$ cat src/rtl/cnn_window_if.sv
// cnn_window_if: pixel-in / window-out handshake bundle for cnn_window_gen.
interface cnn_window_if #(
    parameter int IMG_W = 256,
    parameter int IMG_H = 256,
    parameter int PIX_W = 8,
    parameter int K     = 2
);
    logic                       in_valid;
    logic                       in_ready;
    logic [PIX_W-1:0]           in_pix;
    logic                       out_valid;
    logic                       out_ready;
    logic [K*K*PIX_W-1:0]       out_win;
    logic [$clog2(IMG_H)-1:0]   out_row;
    logic [$clog2(IMG_W)-1:0]   out_col;
    logic                       frame_done;
    modport master (
        output in_valid, in_pix, out_ready,
        input  in_ready, out_valid, out_win, out_row, out_col, frame_done
    );
    modport slave (
        input  in_valid, in_pix, out_ready,
        output in_ready, out_valid, out_win, out_row, out_col, frame_done
    );
endinterface

$ cat src/rtl/cnn_window_gen.sv
// cnn_window_gen: KxK sliding-window generator over a raster-order pixel stream,
// with K-1 circular line buffers, a window shift register and one output register.
module cnn_window_gen #(
    parameter int IMG_W = 256,
    parameter int IMG_H = 256,
    parameter int PIX_W = 8,
    parameter int K     = 2
) (
    input logic       clk,
    input logic       rst,
    cnn_window_if.slave bus
);
    localparam int CW = $clog2(IMG_W);
    localparam int RW = $clog2(IMG_H);
    localparam int PW = $clog2(K);
    localparam int WW = K * PIX_W;
    typedef enum logic {S_FILL, S_STREAM} state_t;
    state_t                 state;
    logic [CW-1:0]          col;
    logic [RW-1:0]          row;
    logic [PW-1:0]          wp;
    logic [(K-1)*PIX_W-1:0] lb [IMG_W];
    logic [(K-1)*PIX_W-1:0] rd, wr;
    logic [PIX_W-1:0]       col_pix [K];
    logic [(K-1)*PIX_W-1:0] w [K];
    logic [WW-1:0]          nxt [K];
    logic [K*WW-1:0]        win;
    logic                   acc, emit, eol, eof;
    assign bus.in_ready = !bus.out_valid || bus.out_ready;
    assign acc  = bus.in_valid && bus.in_ready;
    assign eol  = col == CW'(IMG_W - 1);
    assign eof  = eol && row == RW'(IMG_H - 1);
    assign emit = state == S_STREAM && col >= CW'(K - 1);
    assign rd   = lb[col];
    // wp names the slot holding the oldest buffered row; tap r sits r slots after it
    always_comb begin
        wr = rd;
        wr[int'(wp)*PIX_W +: PIX_W] = bus.in_pix;
        win = '0;
        for (int r = 0; r < K; r++) begin
            col_pix[r] = (r == K - 1) ? bus.in_pix
                       : rd[(int'(wp) + r - ((int'(wp) + r >= K - 1) ? K - 1 : 0))*PIX_W +: PIX_W];
            nxt[r] = {col_pix[r], w[r]};
            win[r*WW +: WW] = nxt[r];
        end
    end
    always_ff @(posedge clk)
        if (acc) begin
            lb[col] <= wr;
            for (int r = 0; r < K; r++) w[r] <= nxt[r][WW-1:PIX_W];
        end
    always_ff @(posedge clk or posedge rst)
        if (rst) begin
            state          <= S_FILL;
            row            <= '0;
            col            <= '0;
            wp             <= '0;
            bus.out_valid  <= 1'b0;
            bus.out_win    <= '0;
            bus.out_row    <= '0;
            bus.out_col    <= '0;
            bus.frame_done <= 1'b0;
        end else begin
            bus.frame_done <= bus.out_valid && bus.out_ready &&
                              bus.out_row == RW'(IMG_H - K) && bus.out_col == CW'(IMG_W - K);
            if (acc) begin
                col <= eol ? '0 : col + 1'b1;
                if (eol) begin
                    row <= eof ? '0 : row + 1'b1;
                    wp  <= (wp == PW'(K - 2)) ? '0 : wp + 1'b1;
                end
                if (state == S_FILL && eol && row == RW'(K - 2))
                    state <= S_STREAM;
                else if (state == S_STREAM && eof)
                    state <= S_FILL;
            end
            if (acc && emit) begin
                bus.out_valid <= 1'b1;
                bus.out_win   <= win;
                bus.out_row   <= row - RW'(K - 1);
                bus.out_col   <= col - CW'(K - 1);
            end else if (bus.out_ready) begin
                bus.out_valid <= 1'b0;
            end
        end
endmodule

$ cat src/flat_wrapper.sv
// flat-port wrapper written by rule: the top's interface ports become plain ports
module cnn_window_gen_flat 
#(
    parameter int IMG_W = 256,
    parameter int IMG_H = 256,
    parameter int PIX_W = 8,
    parameter int K     = 2
)
  (clk, rst, bus_in_valid, bus_in_pix, bus_out_ready, bus_in_ready, bus_out_valid, bus_out_win, bus_out_row, bus_out_col, bus_frame_done);
  cnn_window_if #(.IMG_W(IMG_W), .IMG_H(IMG_H), .PIX_W(PIX_W), .K(K)) bus_i ();
  input logic clk;
  input logic rst;
  input wire logic [$bits(bus_i.in_valid)-1:0] bus_in_valid;
  input wire logic [$bits(bus_i.in_pix)-1:0] bus_in_pix;
  input wire logic [$bits(bus_i.out_ready)-1:0] bus_out_ready;
  output wire logic [$bits(bus_i.in_ready)-1:0] bus_in_ready;
  output wire logic [$bits(bus_i.out_valid)-1:0] bus_out_valid;
  output wire logic [$bits(bus_i.out_win)-1:0] bus_out_win;
  output wire logic [$bits(bus_i.out_row)-1:0] bus_out_row;
  output wire logic [$bits(bus_i.out_col)-1:0] bus_out_col;
  output wire logic [$bits(bus_i.frame_done)-1:0] bus_frame_done;
  assign bus_i.in_valid = bus_in_valid;
  assign bus_i.in_pix = bus_in_pix;
  assign bus_i.out_ready = bus_out_ready;
  assign bus_in_ready = bus_i.in_ready;
  assign bus_out_valid = bus_i.out_valid;
  assign bus_out_win = bus_i.out_win;
  assign bus_out_row = bus_i.out_row;
  assign bus_out_col = bus_i.out_col;
  assign bus_frame_done = bus_i.frame_done;
  cnn_window_gen #(.IMG_W(IMG_W), .IMG_H(IMG_H), .PIX_W(PIX_W), .K(K)) u_core (.clk(clk), .rst(rst), .bus(bus_i));
endmodule
$ cat config.mk
export PLATFORM = sky130hd
export DESIGN_NAME = cnn_window_gen_flat
export DESIGN_NICKNAME = d
export VERILOG_FILES = /design/src/rtl/cnn_window_if.sv /design/src/rtl/cnn_window_gen.sv /design/src/flat_wrapper.sv
export SDC_FILE = /design/constraint.sdc
export NUM_CORES = 2
export LEC_CHECK = 0
export ABC_AREA = 1
export BUFFER_PORTS_ARGS = -buffer_cell sky130_fd_sc_hd__buf_4
export CORE_MARGIN = 5
export CORE_UTILIZATION = 48
export CTS_CLUSTER_SIZE = 28
export DETAILED_ROUTE_END_ITERATION = 7
export PLACE_DENSITY = 0.65
export SYNTH_ARGS = -nofsm -noshare
export SYNTH_HDL_FRONTEND = slang
export SYNTH_SLANG_ARGS = --single-unit
export TNS_END_PERCENT = 5
$ cat constraint.sdc
create_clock -name clk -period 8.19 [get_ports clk]
set_input_delay 0.4095 -clock clk [delete_from_list [all_inputs] [get_ports clk]]
set_output_delay 0.4095 -clock clk [all_outputs]
set_load 0.01 [all_outputs]
=== After elaboration in Yosys (flattened, before gate mapping) ===
Memories as Yosys holds them, arrays and structs flattened. A register that Yosys moved wholly into a read port is not among the register bits.
Cells that the tools add are included.

* Register bits: 68
* Bits in writable memories: 2,064
* Output and inout bits: 51
* Logic and storage cells: 56
* Memories: 2

* $add $sub $neg: 7
* $lt $le $gt $ge: 2
* Equality and inequality tests: 4
* Shift operators: 3
* Muxes and demuxes: 11
* Bitwise operators: 1
* Reduce and logical (&&, ||, !) cells: 17

{| class="wikitable"
|+ Memories
! memory !! depth !! width !! read ports !! clocked after Yosys merged registers in !! write ports !! line !! RTL
|-
| u_core.lb || 256 || 8 || 1 || 0 || 1 || cnn_window_gen.sv:22 || <nowiki>logic [(K-1)*PIX_W-1:0] lb [IMG_W];</nowiki>
|-
| u_core.w || 2 || 8 || 2 || 2 || 2 || cnn_window_gen.sv:25 || <nowiki>logic [(K-1)*PIX_W-1:0] w [K];</nowiki>
|}

{| class="wikitable"
|+ Operators by type and width
! kind !! count
|-
| $neg A4 Y33 || 1
|-
| $shift A8 B33 Y8 const A || 1
|-
| $shiftx A8 B33 Y8 || 1
|-
| $eq A8 B8 Y1 const B || 4
|-
| $shiftx A8 B32 Y8 || 1
|-
| $sub A2 B29 Y29 || 1
|-
| $add A8 B1 Y8 const B || 2
|-
| $mux W8 || 2
|-
| $sub A8 B1 Y8 const B || 2
|-
| $logic_and A1 B1 Y1 || 10
|-
| $bwmux W8 || 1
|-
| $ge A8 B1 Y1 const B || 1
|-
| $logic_not A8 Y1 || 1
|-
| $mux W1 || 8
|-
| $reduce_and A2 Y1 || 2
|-
| $reduce_bool A2 Y1 || 2
|-
| $add A1 B1 Y1 const B || 1
|-
| $ge A1 B1 Y1 const B || 1
|-
| $logic_not A1 Y1 || 1
|-
| $logic_or A1 B1 Y1 || 1
|-
| $not A1 Y1 || 1
|}

=== Logic depth before layout (Yosys ltp) ===
* Word-level depth: 5
* Gate-level depth with buffers: 18
* Gate-level depth less buffers: 15

=== Least setup slack after synthesis ===
No wires, ideal clock.

* Kind: reg2reg
* Start point: register u_core.bus.out_valid
* End point: memory u_core.lb[184][0] (netlist bit) (enable)
* Library setup time: 0.395 ns
* Arrival: 2.786 ns
* Data required time: 7.795 ns
* Setup slack: 5.009 ns
* Cell stages (with the launch flop): 8
* Clock period less this slack: 3.181 ns
* Cells stage by stage: dfrtp_1 > nand2_1 > nand2_1 > inv_1 > buf_2 > buf_1 > nand2_1 > nor4_1

* Cells in the longest elaborated chain, start to end: 5

{| class="wikitable"
|+ RTL lines
! what !! line !! RTL
|-
| start: declaration || cnn_window_if.sv:23 || <nowiki>output in_ready, out_valid, out_win, out_row, out_col, frame_done</nowiki>
|-
| start signal: assignment || cnn_window_gen.sv:58 || <nowiki>bus.out_valid <= 1'b0;</nowiki>
|-
| start signal: assignment || cnn_window_gen.sv:78 || <nowiki>bus.out_valid <= 1'b1;</nowiki>
|-
| start signal: assignment || cnn_window_gen.sv:83 || <nowiki>bus.out_valid <= 1'b0;</nowiki>
|-
| $logic_not A1 Y1 || cnn_window_gen.sv:29 || <nowiki>assign bus.in_ready = !bus.out_valid || bus.out_ready;</nowiki>
|-
| $logic_or A1 B1 Y1 || cnn_window_gen.sv:29 ||
|-
| via bus_in_ready || flat_wrapper.sv:16 || <nowiki>output wire logic [$bits(bus_i.in_ready)-1:0] bus_in_ready;</nowiki>
|-
| $logic_and A1 B1 Y1 || cnn_window_gen.sv:30 || <nowiki>assign acc = bus.in_valid && bus.in_ready;</nowiki>
|-
| via u_core.acc || cnn_window_gen.sv:28 || <nowiki>logic acc, emit, eol, eof;</nowiki>
|-
| $mux W1 || cnn_window_gen.sv:48 || <nowiki>if (acc) begin</nowiki>
|-
| $mux W1 (implied by the code) || cnn_window_gen.sv:49 || <nowiki>lb[col] <= wr;</nowiki>
|-
| end: declaration || cnn_window_gen.sv:22 ||
|}

The timed path passes the listed nets, and every way through them passes these cells.

==> impl_metrics.yaml <==
timing:
  period_minus_slack_ns: 4.88
  grt_setup_unrepaired: "false"
  clock.fmax_ghz: 0.205
  min_period_over_period_pct: 59.6
  setup_viol: 0
  worst_slack_ns: 3.31
  worst_pin_slew_ns: 1.28
  max-slew-margin-rel_pct: 14.1
  fin_setup_tns_ns: 0
  slew_viol_final: 0
  clock_skew_ns: 0.0299
  hold_viol: 0
grt:
  grt_pass1_vias: 58200
  grt_pass1_wl_mm: 359
  grt_max_degree: 225
  overflow: 0
  track_usage_pct: 23.8
  antenna_found_initial: 5
die:
  die_w_um: 444
  fp.dieArea_um2: 197000
  fp.coreArea_um2: 187000
  fp-row-count: 159
  die_h_um: 444
  pin_count: 63
  start_util_pct: 48.2
power_and_ir_drop:
  p_total_w: 0.0283
  power_density_nw_per_um2: 284
  p_leak_nw: 40.5
  peakVddDrop_mv: 0.232
yosys:
  syn_inst: 8790
  syn_area_um2: 90300
  yosys.area.top_type: "edfxtp_1"
  synth_edf_count: 2064
  synth_top_cells_by_area: "edfxtp_1, nand2_1, nor2_1"
  ys.flop_type: "edfxtp_1"
  yosys-top-cells-count: "nand2_1, edfxtp_1, nor2_1"
  yosys.cell_types.count: 29
  async_flop_share_pct: 3.14
  yosysMostFrequentCell: "nand2_1"
  avgSynthCellArea_um2: 10.3
  synth-seq-cells: 2131
  synth.top_cell.area_share_pct: 68.6
  synthesis.nets: 8810
  seq_area_frac_synth_pct: 70.5
  ys_warn_count: 0
drt:
  drt_iter0_drc: 6172
  wl_per_cell_um: 21.1
  drt-vias-per-instance: 5.33
  first_pass_iters: 6
  postRouteWirelength_mm: 239
  vias: 60500
  postRouteAntennaNets: 0
  drc: 0
clock_network:
  cts_buffer_depth: 3
  numCtsBuffers: 209
  cts-root-buf: "clkbuf_16"
  clk_pin_slew_ns: 0.07
  clock_sinks: 2131
  clkLatencyLatePin_ns: 0.85
  cts_tree: "yes"
  cts_resized: 0
  htreeDepth: 4
cells_and_area:
  n_fill_cell: 16200
  final_nets: 8707
  area_delta_synth_final_pct: 10.5
  drive_gt1_share_pct: 5.34
  final_cells: 11400
  design_area_um2: 99800
worst_setup_path:
  cp_slowest_cell: "dfrtp_4"
  cp-end-kind: "flop"
  crit_fanout: 143
  cp_common_cell: "nand2_1"
  cp_data_arrival_time_ns: 5.44
  cp_cell_sequence: "buf_4 -> buf_12 -> buf_4 -> nand2_1 -> nand3_1 -> nand2_1 -> nand2_1 -> nand2_1 -> o21ai_0 -> nand2_1 -> nor2_1 -> nor2_1 -> nor2_1 -> nand2_1"
  required_ns: 8.75
  criticalPathCategory: "reg2reg"
  start_kind: "flop"
  cpPeakStageDelay_ns: 0.89
placement:
  dp_cells: 11000
  pre_cts_slack_ns: 3.45
  hpwl_mm: 133
  io_buffers: 62
  gp_congestion: 0.886
  placed_area_um2: 92900
hold_path:
  hp-class: "in2reg"
job:
  maxCapViolCount: 0
run_status:
  run_status: "complete, no violations"
[power by group]
group | switching (W) | internal [W] | total [W]
combinational | 0.00485 | 0.00157 | 0.00642
clock | 0.00409 | 0.00558 | 0.00967
sequential | 0.000135 | 0.0121 | 0.0122
total | 0.00907 | 0.0193 | 0.0283
[placed cells by master, fill, tap and decap left out, drive strengths merged, types with 67 or more instances in the layout]
master | Yosys | layout
nand2 | 3493 | 3493
edfxtp | 2064 | 2064
nor2 | 921 | 921
inv | 788 | 796
o21ai | 581 | 581
nand3 | 363 | 363
clkbuf | 234 | 256
buf | 222 | 140
clkinv | 4 | 97
dfrtp | 67 | 67
[worst paths after layout]
kind / start / endpoint / slack (ns) / cells after the start
min in group asynchronous: rst / u_core.bus.out_win[11] / 0.10 / 3
min reg2reg: u_core.w[0][11] / bus_out_win[19] / 0.45 / 2
max in group asynchronous: rst / u_core.col[0] / 6.93 / 4
max: u_core.col[0] / u_core.w[0][3] / 3.31 / 14
max reg2reg: u_core.col[0] / u_core.w[0][3] / 3.31 / 14
min: bus_in_pix[1] / u_core.lb[39][1] / 0.08 / 1
[final cells by class]
class | instances | area (µm²) | share of cell area [%]
clock buffers | 256 | 5500 | 5.51
diodes | 1 | 2.50 | 0.00251
well taps | 2495 | 3120 | 3.13
clock inverters | 131 | 1360 | 1.36
inverters | 792 | 2990 | 3.00
flip-flops and latches | 2131 | 63700 | 63.8
repair buffers | 142 | 1280 | 1.28
multi-input cells | 5411 | 21800 | 21.9
[repair_timing]
item	in CTS	in global routing
hold buffers	2	0
buffers inserted	0	0
endpoints found under the hold margin	19	0
[state kept, by name (all words and copies together), names as in the netlist]
signal                 cells
bus_out_win               16
u_core.bus.frame_done      1
u_core.bus.out_col         8
u_core.bus.out_row         8
u_core.bus.out_valid       1
u_core.bus.out_win        16
u_core.col                 8
u_core.lb               2048
u_core.row                 8
u_core.state               1
u_core.w                  16
[cell families after synthesis]
group | count (synthesis) | share of synthesized area (%)
AO/OA/AOI/OAI | 595 | 3.32
XOR/XNOR | 12 | 0.116
flip-flops | 2131 | 70.5
buffers and inverters | 1248 | 5.48
AND/OR/NAND/NOR | 4796 | 20.5
adder cells (fa/ha/maj) | 8 | 0.111
[stage by stage]
step                      hold slack, ns  utilization [%]
final                             0.0847             53.2
after global placement             0.394             49.6
after floorplan                    0.418                -
after detailed placement           0.400             49.6
after global routing              0.0728             53.2
after CTS                         0.0227             53.2
[worst max-delay path, delay by kind of cell, from the launching register on]
family	cells	cell delay, ns
AOI/OAI and AO/OA	1	0.26
buffers and inverters	3	1.75
and+or+nand+nor	10	1.45
DFF	1	0.89
[routing by layer]
layer	part of all wire (%)	track usage, %	wire length, µm	up-vias
met4	3.7	8.74	8850	6
met5	0.012	0	29	-
met1	41	32.7	99200	29300
li1	-	-	-	28300
met2	46	38.1	111000	2461
met3	8.4	4.23	20200	447
Note: power is estimated with default switching activity, not from simulation.
